$ cat config.mk
export PLATFORM = sky130hd
export DESIGN_NAME = serial_add_ctrl
export DESIGN_NICKNAME = d
export VERILOG_FILES = /design/src/rtl/serial_add_ctrl.sv
export SDC_FILE = /design/constraint.sdc
export NUM_CORES = 1
export LEC_CHECK = 0
export ABC_AREA = 1
export CAP_MARGIN = 20
export CORE_ASPECT_RATIO = 1.5
export CORE_MARGIN = 1.5
export CORE_UTILIZATION = 55
export DETAILED_ROUTE_END_ITERATION = 8
export GPL_TIMING_DRIVEN = 0
export PLACE_DENSITY = 0.81
export SETUP_SLACK_MARGIN = 0.1
export SYNTH_ARGS = -nofsm -noshare
export SYNTH_HDL_FRONTEND = slang
export SYNTH_SLANG_ARGS = --single-unit
$ cat constraint.sdc
create_clock -name clk -period 3.2 [get_ports clk]
set_input_delay 0.64 -clock clk [delete_from_list [all_inputs] [get_ports clk]]
set_output_delay 0.64 -clock clk [all_outputs]
set_load 0.03 [all_outputs]
$ cat src/rtl/serial_add_ctrl.sv
// Bit-serial adder controller.
// One 1-bit full-add slice (two half adders) is reused across WIDTH RUN cycles
// to add two WIDTH-bit operands LSB first, under a start/busy/done handshake.
// sum/carry hold the last completed result until the next completion or reset.

// Single-bit half adder: the building block of the serial full-add slice.
module halfadder (
  input  logic a,
  input  logic b,
  output logic s,
  output logic c
);

  assign s = a ^ b;
  assign c = a & b;

endmodule

module serial_add_ctrl #(
  parameter int WIDTH = 8
) (
  input  logic             clk,
  input  logic             rst,
  input  logic             start,
  input  logic [WIDTH-1:0] a,
  input  logic [WIDTH-1:0] b,
  output logic             busy,
  output logic             done,
  output logic [WIDTH-1:0] sum,
  output logic             carry
);

  // Counter must be able to reach WIDTH after the last bit, so it never wraps.
  localparam int CW = $clog2(WIDTH + 1);

  typedef enum logic [1:0] {
    IDLE = 2'd0,
    RUN  = 2'd1,
    DONE = 2'd2
  } state_e;

  state_e           state_q, state_d;
  logic [CW-1:0]    cnt_q, cnt_d;
  logic             carry_reg_q, carry_reg_d;
  logic [WIDTH-1:0] opa_q, opa_d;
  logic [WIDTH-1:0] opb_q, opb_d;
  logic [WIDTH-1:0] res_q, res_d;
  logic [WIDTH-1:0] sum_q, sum_d;
  logic             carry_q, carry_d;

  // Bit-slice signals for the bit currently being processed.
  logic [WIDTH-1:0] bit_mask;
  logic             a_bit;
  logic             b_bit;
  logic             s0, c0;
  logic             s1, c1;
  logic             last_bit;

  // Select operand bit i = cnt_q with a one-hot mask, so every operand bit is
  // read and no out-of-range index is ever formed.
  always_comb begin
    bit_mask = WIDTH'(1) << cnt_q;
    a_bit    = |(opa_q & bit_mask);
    b_bit    = |(opb_q & bit_mask);
    last_bit = (cnt_q == CW'(WIDTH - 1));
  end

  // ha0 adds the two operand bits; ha1 folds in the carry from the previous bit.
  halfadder ha0 (
    .a (a_bit),
    .b (b_bit),
    .s (s0),
    .c (c0)
  );

  halfadder ha1 (
    .a (s0),
    .b (carry_reg_q),
    .s (s1),
    .c (c1)
  );

  // Next-state and datapath update for the IDLE -> RUN -> DONE sequence.
  always_comb begin
    // NOTE: every signal gets a default before the case so no path leaves it
    // unassigned; a missing default here would infer a latch.
    state_d     = state_q;
    cnt_d       = cnt_q;
    carry_reg_d = carry_reg_q;
    opa_d       = opa_q;
    opb_d       = opb_q;
    res_d       = res_q;
    sum_d       = sum_q;
    carry_d     = carry_q;

    unique case (state_q)
      IDLE: begin
        if (start) begin
          opa_d       = a;
          opb_d       = b;
          res_d       = '0;
          carry_reg_d = 1'b0;
          cnt_d       = '0;
          state_d     = RUN;
        end
      end

      RUN: begin
        // Write the sum bit into position i of the partial result.
        res_d       = (res_q & ~bit_mask) | (s1 ? bit_mask : '0);
        carry_reg_d = c0 | c1;
        cnt_d       = cnt_q + CW'(1);
        if (last_bit) begin
          // Expose the result only when the final bit is known.
          sum_d   = res_d;
          carry_d = c0 | c1;
          state_d = DONE;
        end
      end

      DONE: begin
        state_d = IDLE;
      end

      default: begin
        state_d = IDLE;
      end
    endcase
  end

  // Control state and visible result registers, with synchronous reset.
  always_ff @(posedge clk) begin
    // NOTE: sequential state uses non-blocking assignments so all flops update
    // together from values sampled before the edge.
    if (rst) begin
      state_q     <= IDLE;
      cnt_q       <= '0;
      carry_reg_q <= 1'b0;
      sum_q       <= '0;
      carry_q     <= 1'b0;
    end else begin
      state_q     <= state_d;
      cnt_q       <= cnt_d;
      carry_reg_q <= carry_reg_d;
      sum_q       <= sum_d;
      carry_q     <= carry_d;
    end
  end

  // Operand and partial-result registers.
  always_ff @(posedge clk) begin
    // NOTE: these data registers are deliberately not reset; they are always
    // loaded on accept before use and never reach the outputs directly.
    opa_q <= opa_d;
    opb_q <= opb_d;
    res_q <= res_d;
  end

  // Handshake outputs decode straight from the state register.
  always_comb begin
    busy  = (state_q == RUN) || (state_q == DONE);
    done  = (state_q == DONE);
    sum   = sum_q;
    carry = carry_q;
  end

endmodule
==> impl_metrics.csv <==
group,metric,value,unit
run_status,status,"completed",
grt,grt_max_degree,19,
critical_path,worstPathArrival,2.53,ns
layout,drive_gt1_share,9.48,%
clock_tree,root_buffer,"clkbuf_8",
synth,synth-warning-count,0,
synth,synth_xor_area_share,0,%
detailed_routing,drtPass1Iterations,4,
synth,synth_most_common_cell,"nand2_1",
grt,grt_usage,19.6,%
detailed_routing,drt-vias-per-instance,5.16,
critical_path,reg2reg_slack,0.71,ns
synth,synth.mux.area_fraction,0,%
timing,fin_crit_sh,77.8,%
detailed_routing,drt_iter0_drc,30,
grt,grt_pass1_vias,1277,
floorplanning,fp.coreArea,3220,sq um
pwr,cellPowerDensity,449,nW/um^2
floorplanning,die_w,50.7,um
layout,fin_nets,260,
grt,gr-total-overflow,0,
synth,ys.flop_type,"edfxtp_1",
clock_tree,cts_tree,"done",
timing,tightest_slew,0.602,ns
timing,final.setup.tns,0,ns
synth,synth-async-reset-ratio,0,%
critical_path,start_kind,"flip-flop",
synth,synth_compound_area_share,8.25,%
synth,yosys.area.top_type,"edfxtp_1",
placement,post-place-cells,264,
critical_path,reg2reg_depth,9,
run,cap_viol_max_count,0,
critical_path,cp.required,3.24,ns
detailed_routing,ant_nets,0,
grt,grt_pass1_wl,5.34,mm
placement,hpwl,2.55,mm
clock_tree,clk_latency,0.29,ns
synth,avgSynthCellArea,9.59,sq um
placement,routabilityCongestion,0.823,
layout,multiInputGateArea,727,sq um
hold_path,hold_depth,2,
timing,setup_ws,0.710,ns
layout,final_cells,272,
synth,yosysTopAreaCellShare,38.3,%
timing,holdWs,0.469,ns
critical_path,worstReg2RegStart,"cnt_q[0]",
clock_tree,cts_resized,0,
placement,port_buffers,28,
synth,synth_common_cells,"nand2_1, edfxtp_1, nor2_1, dfxtp_1, inv_1",
layout,n_fill_cell,262,
synth,synth_area_leaders,"edfxtp_1, dfxtp_1, nand2_1",
synth,synth-edff-count,24,
hold_path,hp-start,"carry_reg_q",
detailed_routing,post_drt_wl_per_cell,12.3,um
layout,areaGrowthSynthToFinish,22.4,%
clock_tree,cts_max_path_buffers,2,
clock_tree,htree_levels,2,
synth,synth.distinct_cells,25,
critical_path,critPathKind,"reg -> reg",
timing,setup_violations,0,
timing,finClkSkew,0.00944,ns
floorplanning,start_util,58.4,%
pwr,peakVddDrop,363,uV
clock_tree,cts_num_sinks,40,
synth,yosys.area_share.adder,7.05,%
timing,rsz0062_at_grt,"false",
critical_path,end_kind,"flip-flop",
synth,synthCells,196,
synth,synth_top_family_by_area,"simple AND/OR/NAND/NOR gates",
critical_path,critPathMaxFanout,5,
detailed_routing,wl,3.35,mm
synth,synth_nets,225,
synth,ys_seq_elements,40,
timing,max_freq,402,MHz
timing,min_period,2.49,ns
hold_path,whs_endpoint,"carry_reg_q",
hold_path,hold_path_class,"reg -> reg",
grt,antenna_found_initial,0,
floorplanning,die_h,74.6,um
layout,diodes,0,
synth,ys_seq_area_share,55.4,%
timing,hold_viol_final,0,
clock_tree,clk_pin_slew,0.07,ns
layout,finish.instance_area,2300,sq um
timing,slew_headroom,59.8,%
layout,seq_area,1040,sq um
synth,synth-simple-area-share,23.4,%
timing,slew_viol_final,0,
placement,place_area,2210,sq um
detailed_routing,drc,0,
floorplanning,die-area,3790,sq um
detailed_routing,num_vias,1403,
pwr,leakage,0.890,nW
placement,pre_cts_ws,0.733,ns
clock_tree,post_cts_buffers,0,
clock_tree,postCtsHoldBufs,0,
critical_path,rr_endpoint,"res_q[7]",
synth,synth_area,1880,sq um
clock_tree,cts_buffers,5,
floorplanning,ios,30,
floorplanning,rows,25,
==> critical path, cell delays in order (launching register included) <==
cell and delay [ns]:
dfxtp_1 0.41, ha_1 0.27, ha_1 0.24, nand3_1 0.11
nand4_1 0.11, nor2_1 0.07, fa_1 0.59, inv_1 0.12
o21ai_0 0.24, nor2_1 0.07
==> report_power, final <==
part | internal, mW | switching (mW) | total (mW) | leakage (nW)
combinational | 0.0458 | 0.0687 | 0.115 | 0.481
sequential | 0.577 | 0.00883 | 0.586 | 0.364
clock | 0.176 | 0.156 | 0.332 | 0.0455
==> cells in the final DEF (no fill, tap or decap), types with 2 or more instances in the layout <==
cell type        synthesis  final
clkdlybuf4s50_1          0     28
and2_1                   3      3
a21oi_1                 11     11
nor2_2                   3      3
nor2_1                  23     23
ha_1                     9      9
o21ai_1                 10     10
nand4_1                  4      4
edfxtp_1                24     24
inv_1                   15     15
clkbuf_8                 0      6
inv_2                    3      3
nand2_1                 44     44
o21ai_0                  5      5
buf_6                    2      2
nand3_1                 14     14
clkbuf_1                 1      3
dfxtp_1                 16     16
==> sequential cells by signal (all words and copies together), names as in the netlist <==
| name | count |
|---|---|
| carry | 1 |
| carry_reg_q | 1 |
| cnt_q | 4 |
| opa_q | 8 |
| opb_q | 8 |
| res_q | 8 |
| state_q | 2 |
| sum | 8 |
==> routing by layer <==
| layer | wire length [um] | GRT usage, % |
|---|---|---|
| met1 | 1310 | 20.3 |
| met2 | 1830 | 37.0 |
| met4 | 38 | 9.91 |
| met5 | 0 | 0 |
| met3 | 163 | 4.17 |
==> worst max path at each step <==
stage              from       end  slack (ns)  cells after the start
2_1_floorplan  cnt_q[1]  res_q[3]        1.04                      9
3_3_place_gp   cnt_q[0]  res_q[7]        0.78                     11
3_5_place_dp   cnt_q[0]  res_q[7]        0.73                      9
4_1_cts        cnt_q[0]  res_q[7]        0.71                      9
5_1_grt        cnt_q[0]    sum[3]        0.54                     11
6_report       cnt_q[0]  res_q[7]        0.71                      9
==> stage by stage <==
stage | utilization (%) | power, mW
4_1_cts | 71.4 | 1.04
6_report | 71.4 | 1.03
3_3_place_gp | 68.6 | 0.708
2_1_floorplan | - | 0.667
3_5_place_dp | 68.6 | 0.712
5_1_grt | 71.4 | 1.08
==> cell type report <==
cell class,instances,area share (%)
Multi-Input combinational cell,133,31.6
Inverter,19,3.43
Sequential cell,40,45.2
Tap cell,40,2.18
Clock buffer,8,3.92
Timing Repair Buffer,28,12.2
Buffer,4,1.47
==> cell families after synthesis <==
family          Yosys count
simple gates             95
flops                    40
buf+inv                  23
compound gates           28
fa+ha+maj                10
Note: power is estimated with default switching activity, not from simulation.
